[config.mk]
export PLATFORM = sky130hd
export DESIGN_NAME = gpio_mulpop_unit
export DESIGN_NICKNAME = d
export VERILOG_FILES = /design/src/rtl/gpio_mulpop_unit.sv
export SDC_FILE = /design/constraint.sdc
export NUM_CORES = 1
export LEC_CHECK = 0
export ABC_CLOCK_PERIOD_IN_PS = 6700
export CORE_MARGIN = 5
export CORE_UTILIZATION = 40
export DETAILED_ROUTE_END_ITERATION = 10
export GPL_ROUTABILITY_DRIVEN = 0
export PLACE_DENSITY = 0.66
export SYNTH_ARGS = -nofsm -noshare
export SYNTH_HDL_FRONTEND = slang
export SYNTH_SLANG_ARGS = --single-unit
[constraint.sdc]
create_clock -name clk -period 6.7 [get_ports clk]
set_clock_uncertainty 0.15 [all_clocks]
set_input_delay 1.34 -clock clk [delete_from_list [all_inputs] [get_ports clk]]
set_output_delay 1.34 -clock clk [all_outputs]
set_load 0.02 [all_outputs]
[src/rtl/gpio_mulpop_unit.sv]
// Bus-mapped multiply/popcount peripheral with gpio capture and a completion counter.
// The multiplier is a sequential shift-add engine taking AW clocks per operation.
module gpio_mulpop_unit #(
  parameter int          AW   = 24,
  parameter int          RW   = 32,
  parameter logic [15:0] BASE = 16'h0380
) (
  input  logic        clk,
  input  logic        n_reset,
  input  logic [15:0] saddress,
  input  logic        srd,
  input  logic        swr,
  input  logic [31:0] sdata_in,
  output logic [31:0] sdata_out,
  input  logic [31:0] gpio_in,
  input  logic        gpio_latch,
  output logic [31:0] gpio_in_s_insp,
  output logic [31:0] gpio_out
);

  localparam int AW2 = 2 * AW;
  localparam int IW  = (AW > 1) ? $clog2(AW) : 1;

  typedef enum logic [1:0] {
    S_IDLE, S_MULT, S_COUNT, S_DONE
  } state_t;

  state_t state_q, state_d;

  logic           srd_p_q, srd_p_d;
  logic           swr_p_q, swr_p_d;
  logic           lat_p_q, lat_p_d;
  logic [AW-1:0]  a1_q, a1_d, a2_q, a2_d;
  logic [AW2-1:0] a1s_q, a1s_d;
  logic [AW-1:0]  a2s_q, a2s_d;
  logic [AW2-1:0] acc_q, acc_d;
  logic [IW-1:0]  idx_q, idx_d;
  logic [RW-1:0]  w_q, w_d;
  logic [5:0]     l_q, l_d;
  logic           valid_q, valid_d;
  logic           done_q, done_d;
  logic           err_q, err_d;
  logic [31:0]    cnt_q, cnt_d;
  logic [31:0]    gpin_q, gpin_d;
  logic [31:0]    rdata_q, rdata_d;

  logic        rd_rise, wr_rise, lat_rise;
  logic        sel_a1, sel_a2, sel_w, sel_l, sel_st, sel_gp;
  logic        busy, ready;
  logic [63:0] acc64;
  logic [5:0]  pop;
  logic [31:0] rd_word;
  logic        unused_sdata;

  assign unused_sdata = ^sdata_in;

  assign rd_rise  = srd & ~srd_p_q;
  assign wr_rise  = swr & ~swr_p_q;
  assign lat_rise = gpio_latch & ~lat_p_q;

  assign sel_a1 = (saddress == BASE);
  assign sel_a2 = (saddress == BASE + 16'h08);
  assign sel_w  = (saddress == BASE + 16'h10);
  assign sel_l  = (saddress == BASE + 16'h18);
  assign sel_st = (saddress == BASE + 16'h20);
  assign sel_gp = (saddress == BASE + 16'h28);

  assign acc64 = 64'(acc_q);

  always_ff @(posedge clk or negedge n_reset) begin
    if (!n_reset) begin
      state_q <= S_IDLE;
      srd_p_q <= 1'b0;
      swr_p_q <= 1'b0;
      lat_p_q <= 1'b0;
      a1_q    <= '0;
      a2_q    <= '0;
      a1s_q   <= '0;
      a2s_q   <= '0;
      acc_q   <= '0;
      idx_q   <= '0;
      w_q     <= '0;
      l_q     <= '0;
      valid_q <= 1'b1;
      done_q  <= 1'b0;
      err_q   <= 1'b0;
      cnt_q   <= '0;
      gpin_q  <= '0;
      rdata_q <= '0;
    end else begin
      state_q <= state_d;
      srd_p_q <= srd_p_d;
      swr_p_q <= swr_p_d;
      lat_p_q <= lat_p_d;
      a1_q    <= a1_d;
      a2_q    <= a2_d;
      a1s_q   <= a1s_d;
      a2s_q   <= a2s_d;
      acc_q   <= acc_d;
      idx_q   <= idx_d;
      w_q     <= w_d;
      l_q     <= l_d;
      valid_q <= valid_d;
      done_q  <= done_d;
      err_q   <= err_d;
      cnt_q   <= cnt_d;
      gpin_q  <= gpin_d;
      rdata_q <= rdata_d;
    end
  end

  always_comb begin
    pop = '0;
    for (int k = 0; k < RW; k++) begin
      pop = pop + 6'(acc64[k]);
    end
  end

  always_comb begin
    state_d = state_q;
    srd_p_d = srd;
    swr_p_d = swr;
    lat_p_d = gpio_latch;
    a1_d    = a1_q;
    a2_d    = a2_q;
    a1s_d   = a1s_q;
    a2s_d   = a2s_q;
    acc_d   = acc_q;
    idx_d   = idx_q;
    w_d     = w_q;
    l_d     = l_q;
    valid_d = valid_q;
    done_d  = done_q;
    err_d   = err_q;
    cnt_d   = cnt_q;
    gpin_d  = gpin_q;
    rdata_d = rdata_q;

    unique case (state_q)
      S_MULT: begin
        if (a2s_q[0]) acc_d = acc_q + a1s_q;
        a1s_d = a1s_q << 1;
        a2s_d = a2s_q >> 1;
        idx_d = idx_q + 1'b1;
        if (idx_q == IW'(AW - 1)) state_d = S_COUNT;
      end
      S_COUNT: begin
        w_d     = acc64[RW-1:0];
        l_d     = pop;
        valid_d = ((acc64 >> RW) == 64'd0);
        state_d = S_DONE;
      end
      S_DONE: begin
        done_d  = 1'b1;
        cnt_d   = cnt_q + 32'd1;
        state_d = S_IDLE;
      end
      default: ;
    endcase

    if (wr_rise) begin
      unique case (1'b1)
        sel_a1: a1_d = sdata_in[AW-1:0];
        sel_a2: a2_d = sdata_in[AW-1:0];
        sel_st: begin
          if (state_q == S_IDLE) begin
            a1s_d   = AW2'(a1_q);
            a2s_d   = a2_q;
            acc_d   = '0;
            idx_d   = '0;
            done_d  = 1'b0;
            err_d   = 1'b0;
            state_d = S_MULT;
          end else begin
            err_d = 1'b1;
          end
        end
        default: ;
      endcase
    end

    if (rd_rise) rdata_d = rd_word;
    if (lat_rise) gpin_d = gpio_in;
  end

  always_comb begin
    busy  = (state_q != S_IDLE);
    ready = ~busy;
    unique case (1'b1)
      sel_a1:  rd_word = 32'(a1_q);
      sel_a2:  rd_word = 32'(a2_q);
      sel_w:   rd_word = done_q ? 32'(w_q) : 32'd0;
      sel_l:   rd_word = done_q ? 32'(l_q) : 32'd0;
      sel_st:  rd_word = {27'd0, err_q, done_q, busy, ready, valid_q};
      sel_gp:  rd_word = gpin_q;
      default: rd_word = 32'd0;
    endcase
  end

  assign sdata_out      = rdata_q;
  assign gpio_in_s_insp = gpin_q;
  assign gpio_out       = cnt_q;

endmodule

==> results.tsv, run 1 <==
stage	metric	value	unit
synth	sequential fraction of the synthesis area	47.6	%
synth	asr flop ratio synth	100	%
floorplan	Initial Util	40.4	%
synth	cells after synthesis	1635	
global_routing	total gr overflow	0	
synth	Post-synth top flop	dfrtp_1	
synth	Avg Inst Size Synth	10.1	µm²
floorplan	DIE AREA	45500	µm²
synth	total nets after synthesis	1801	
route	DRC viols	0	
synth	yosys synthesis warning count	0	
placed_design	# port buffers	172	
sta	WHS	326	ps
cts	clk sink count	315	
sta	RSZ-0062 raised after global routing	false	
critical_path	reg2reg setup slack	1650	ps
final_layout	Final nets	1933	
cts	CTS root buf	clkbuf_16	
floorplan	io pins	181	
sta	setup violators final	0	
cts	number of buffers created by CTS	34	
critical_path	CP endpoint kind	register	
critical_path	Critical Path RT	6930	ps
route	Detail Route Antenna Nets	0	
route	initial drt markers	894	
sta	fin worst setup slack	1650	ps
critical_path	Critical Path Start	acc_q[1]	
placed_design	dpl cell area	18700	µm²
final_layout	final non-filler cell total	2323	
synth	cell area after synthesis	16500	µm²
cts	Resize count post-CTS	0	
global_routing	wire length of the first global-routing pass	68600	µm
final_layout	ant diodes	0	
sta	Setup TNS	0	ps
synth	most common cell in the netlist	dfrtp_1	
global_routing	GRT Util Overall	18.5	%
sta	Final Hold Viols	0	
final_layout	Finished Cell Area	19800	µm²
route	Routed WL per cell	18.3	µm
sta	fmax	198	MHz
final_layout	synth-to-layout area growth	19.4	%
critical_path	FF-to-FF path depth	16	
floorplan	Die W	213	µm
synth	Synth top area share	47.5	%
pwr	VDD IR-drop max	128	µV
floorplan	row count	74	
sta	max-slew violation count	0	
critical_path	Crit Path Category	reg2reg	
global_routing	largest net degree at the start of global routing	134	
route	first-pass detailed-route iteration total	5	
placed_design	pre-CTS setup slack	1590	ps
floorplan	Chip Height	213	µm
final_layout	fillers	3704	
global_routing	vias in the first global route	12600	
synth	Synth area leader	dfrtp_1	
sta	Slew headroom	20.8	%
cts	CTS max path bufs	3	
global_routing	initial antenna violation count	0	
critical_path	RR Startpoint	acc_q[1]	
placed_design	HPWL after DPL	30600	µm
cts	Clk pin slew, worst setup/hold paths	60	ps
critical_path	Critical R2R Capture	l_q[5]	
final_layout	layout cells sized above 1	11.1	%
critical_path	crit path launch type	register	
final_layout	final core utilization	48.3	%
cts	Post-CTS Hold Buffers	0	
route	vias per cell	5.38	
route	Vias	12500	
synth	Unique masters post-synth	83	
cts	CTS tree	yes	
placed_design	placed cells	2263	
job	Max Cap Viol	0	
route	Post-Route WL	42400	µm
synth	number of flops mapped to enable cells by yosys	0	
synth	commonest cells in the netlist	314 x dfrtp_1, 257 x nand2_1, 143 x o21ai_0	
critical_path	Max FO, Critical Path	3	
critical_path	Arr. time, crit path	5280	ps
floorplan	area of the core	40900	µm²
worst_hold_path	Tightest Hold Check Type	reg2reg	
cts	clk_lat worst skew	520	ps
outcome	status	finished, final reports clean	
synth	synth top area cells	dfrtp_1 47%, mux2_2 6.6%, nand2_1 5.8%	
pwr	pwr dens	206	nW/µm²
cts	H-tree depth	2	
pwr	leakage power	8.89	nW
cts	Post-CTS Setup Repair Bufs	0	
sta	min cycle time layout	5050	ps
synth	Seq cells post-synth	315	
critical_path	Critical Path End	l_q[5]	
pwr	Final Power	4.08	mW
sta	final period utilization	75.3	%
sta	Slew @ Worst Pin	1190	ps
-- worst max-delay path: stages, from the launching register on --
cell and delay, ps:
dfrtp_1 400, inv_1 180, fa_1 470, fa_1 530, fa_1 410, inv_1 80, fa_1 440, fa_1 550
inv_1 60, fa_1 600, inv_1 60, ha_1 290, a21o_1 160, a21oi_1 220, nor2b_1 70, o21ai_0 140
o21ai_0 90
-- final cells by class --
type / count / area [µm²] / area share (%)
clock buffers: 47 / 981 / 4.96
repair buffers: 186 / 1860 / 9.40
inverters: 70 / 263 / 1.33
clock inverters: 13 / 125 / 0.633
well taps: 532 / 666 / 3.37
multi-input cells: 1160 / 7990 / 40.4
flip-flops and latches: 315 / 7880 / 39.9
-- placed cells by master, fill, tap and decap left out, drive strengths merged, types with 5 or more instances in the layout --
cell | netlist | routed
a211oi | 12 | 12
a21o | 31 | 31
a21oi | 107 | 107
a221oi | 24 | 24
a22oi | 29 | 29
a31oi | 5 | 5
a41oi | 5 | 5
and2 | 8 | 8
and3 | 9 | 9
buf | 33 | 15
clkbuf | 56 | 47
clkdlybuf4s50 | 0 | 171
clkinv | 0 | 8
dfrtp | 314 | 314
fa | 25 | 25
ha | 56 | 56
inv | 70 | 72
mux2 | 97 | 97
mux2i | 52 | 52
nand2 | 257 | 257
nand3 | 32 | 32
nand3b | 5 | 5
nand4 | 17 | 17
nor2 | 81 | 81
nor2b | 9 | 9
nor3 | 8 | 8
nor4 | 6 | 6
o21a | 10 | 10
o21ai | 145 | 145
xnor2 | 41 | 41
xor2 | 32 | 32
-- state kept, by name, summed over array words and instances (netlist names), named ones only --
name / count
a1_q: 24
a1s_q: 48
a2_q: 24
a2s_q: 24
acc_q: 48
done_q: 1
err_q: 1
gpio_in_s_insp: 32
gpio_out: 32
idx_q: 5
l_q: 6
lat_p_q: 1
sdata_out: 32
srd_p_q: 1
state_q: 1
swr_p_q: 1
valid_q: 1
w_q: 32
-- cells by family after synthesis --
group / synth area share [%]
xor+xnor: 3.86
fa+ha+maj: 7.26
buf+inv: 4.23
flops: 47.6
compound gates: 14.8
simple gates: 12.4
mux: 9.75
-- power breakdown --
part           switching, mW  internal (mW)  leakage, nW
logic                  0.121          0.118         4.33
registers             0.0270           1.93         4.01
clock network          0.774           1.10        0.550
-- how the worst min path moves through the flow --
| stage | to | from | depth (start not counted) | slack [ps] |
|---|---|---|---|---|
| 2_1_floorplan | l_q[3] | l_q[3] | 2 | 290 |
| 3_3_place_gp | w_q[4] | w_q[4] | 2 | 310 |
| 3_5_place_dp | w_q[7] | w_q[7] | 2 | 320 |
| 4_1_cts | gpio_out[31] | gpio_out[31] | 1 | 330 |
| 5_1_grt | w_q[7] | w_q[7] | 2 | 350 |
| 6_report | sdata_out[17] | sdata_out[17] | 2 | 330 |
-- per-layer routing --
metal | part of all wire (%) | routed length (µm) | global-route usage [%] | vias up
met1 | 45 | 19200 | 25.7 | 6180
met5 | 0 | 0 | 0 | -
li1 | - | - | - | 5978
met3 | 5.4 | 2280 | 3.17 | 64
met2 | 47 | 19700 | 30.0 | 285
met4 | 2.9 | 1220 | 5.72 | 0
(Power assumes the default switching activity.)
==> run 2, diff against run 1 <==
--- a/config.mk
+++ b/config.mk
@@ -5,7 +5,7 @@
 export SDC_FILE = /design/constraint.sdc
 export NUM_CORES = 1
 export LEC_CHECK = 0
-export ABC_CLOCK_PERIOD_IN_PS = 6700
+export ABC_CLOCK_PERIOD_IN_PS = 4700
 export CORE_MARGIN = 5
 export CORE_UTILIZATION = 40
 export DETAILED_ROUTE_END_ITERATION = 10
==> constraint.sdc (replaced) <==
create_clock -name clk -period 4.7 [get_ports clk]
set_clock_uncertainty 0.15 [all_clocks]
set_input_delay 0.94 -clock clk [delete_from_list [all_inputs] [get_ports clk]]
set_output_delay 0.94 -clock clk [all_outputs]
set_load 0.02 [all_outputs]
==> results.tsv, run 2 (synthesis results as in run 1) <==
stage	metric	value	unit	change
outcome	status	complete, but fails checks		
outcome	failing checks	setup timing		
critical_path	crit path launch type	register		
placed_design	HPWL after DPL	32800	µm	+7.2%
sta	min cycle time layout	4790	ps	-252 ps
pwr	pwr dens	294	nW/µm²	+43%
sta	Slew headroom	32.8	%	+12 points
floorplan	area of the core	40900	µm²	unchanged
route	Post-Route WL	43900	µm	+3.6%
critical_path	Max FO, Critical Path	2		-1
cts	clk sink count	315		unchanged
pwr	VDD IR-drop max	199	µV	+56%
cts	clk_lat worst skew	520	ps	about the same
critical_path	worst-path cell chain	inv_1 -> fa_1 -> fa_1 -> fa_1 -> fa_1 -> fa_1 -> fa_1 -> inv_1 -> ha_2 -> inv_2 -> fa_2 -> inv_1 -> a21o_1 -> a21oi_2 -> xor2_1 -> o21ai_1		
cts	H-tree depth	2		unchanged
cts	Clk pin slew, worst setup/hold paths	60	ps	about the same
route	Detail Route Antenna Nets	0		unchanged
sta	fmax	209	MHz	+5.2%
critical_path	FF-to-FF path depth	16		unchanged
placed_design	placed cells	2303		+1.8%
route	initial drt markers	863		-3.5%
final_layout	layout cells sized above 1	13.7	%	+2.7 points
floorplan	Die W	213	µm	unchanged
global_routing	largest net degree at the start of global routing	96		-28%
floorplan	Initial Util	40.4	%	unchanged
route	vias per cell	5.37		-0.25%
global_routing	total gr overflow	0		unchanged
critical_path	Arr. time, crit path	5020	ps	-260 ps
floorplan	io pins	181		unchanged
critical_path	Largest stage delay, worst path	570	ps	-30 ps
final_layout	Finished Cell Area	20200	µm²	+2.2%
global_routing	vias in the first global route	12800		+1.6%
sta	Final Hold Viols	0		unchanged
placed_design	# port buffers	172		unchanged
global_routing	wire length of the first global-routing pass	70600	µm	+2.9%
final_layout	most common cell after layout, fill and taps aside	dfrtp_1		
critical_path	CP Depth	16		unchanged
final_layout	final non-filler cell total	2370		+2.0%
final_layout	most frequent cells in the layout	314 x dfrtp_1, 257 x nand2_1, 171 x clkdlybuf4s50_1		
pwr	Final Power	5.95	mW	+46%
cts	CTS tree	yes		
floorplan	row count	74		unchanged
cts	Post-CTS Hold Buffers	0		unchanged
critical_path	reg2reg setup slack	-90	ps	-1750 ps
critical_path	most frequent CP cell	fa_1		
floorplan	Chip Height	213	µm	unchanged
final_layout	synth-to-layout area growth	22.1	%	
critical_path	Slowest cell on crit path	fa_1		
global_routing	GRT Util Overall	19.2	%	+0.65 points
sta	Slew @ Worst Pin	1010	ps	-179 ps
route	first-pass detailed-route iteration total	5		unchanged
placed_design	dpl cell area	19000	µm²	+1.7%
critical_path	Worst Path Buf+Inv	4		unchanged
sta	RSZ-0062 raised after global routing	true		
cts	CTS root buf	clkbuf_16		
critical_path	Crit Path Category	reg2reg		
critical_path	CP endpoint kind	register		
critical_path	Critical Path RT	4920	ps	-2010 ps
critical_path	CP top delay family	adder cells		
global_routing	initial antenna violation count	1		+1
sta	fin worst setup slack	-94.5	ps	-1750 ps
job	Max Cap Viol	0		unchanged
sta	max-slew violation count	0		unchanged
final_layout	Top Registers	a1s_q (48), acc_q (48)		
route	Routed WL per cell	18.5	µm	+1.6%
final_layout	ant diodes	0		unchanged
route	Vias	12700		+1.8%
placed_design	pre-CTS setup slack	-201	ps	-1790 ps
final_layout	Final nets	1978		+2.3%
floorplan	DIE AREA	45500	µm²	unchanged
worst_hold_path	Tightest Hold Check Type	in2async		
cts	number of buffers created by CTS	36		+5.9%
sta	final period utilization	102	%	+27 points
sta	setup violators final	1		+1
cts	CTS max path bufs	3		unchanged
pwr	leakage power	9.14	nW	+2.8%
route	DRC viols	0		unchanged
run 2: cell count changes in the layout (fill, tap and decap cells not counted), moves of 2 or more:
cell       before  now
a21oi_1       105  103
a21oi_2         2    4
buf_12          2    4
buf_4          12   53
clkbuf_1        6    9
clkbuf_16      35   37
clkbuf_8        6    9
clkinv_2        8    3
inv_1          70   63
inv_2           0    7
o21ai_0       143  140
o21ai_1         2    5
run 2: final cells by class:
type                            count  area, µm²
Timing Repair Buffer              229       2200
Fill cell                        3739      20700
Sequential cell                   315       7880
Multi-Input combinational cell   1160       7990
Tap cell                          532        666
Clock inverter                      9        109
Clock buffer                       55       1080
Inverter                           70        263
run 2: worst paths after layout:
| path | start | to |
|---|---|---|
| min | n_reset | gpio_out[27] |
| max | acc_q[9] | l_q[4] |
| min in group clk | gpio_out[31] | gpio_out[31] |
| max reg2reg | acc_q[9] | l_q[4] |
| min reg2reg | gpio_out[31] | gpio_out[31] |
| max in group asynchronous | n_reset | gpio_in_s_insp[26] |
run 2: routing by layer:
layer	vias to the layer above	global-route usage [%]	part of all wire [%]
met1	6281	26.4	44
met5	-	0	0.030
met3	65	3.29	5.7
met2	292	32.0	48
li1	6088	-	-
met4	2	4.39	2.0
run 2: what timing repair did:
action / CTS / global route
endpoints found under the hold margin: 0 / 0
setup buffers: 1 / 2
setup endpoints to repair: 4 / 5
gates resized for setup: 7 / 6
pin swaps: 14 / 9
run 2: per-stage QoR:
stage               utilization (%)  setup TNS (ps)  hold WS, ps
finish                         49.4           -94.5          242
global route                   49.4            -632          315
CTS                            49.3            -136          280
detailed placement             46.4            -531          313
global placement               46.4            -307          312
floorplan                         -               0          294
run 2: report_power, final:
part           switching [mW]  internal, mW  total, mW
clock                    1.11          1.70       2.81
sequential             0.0384          2.76       2.79
combinational           0.174         0.171      0.345
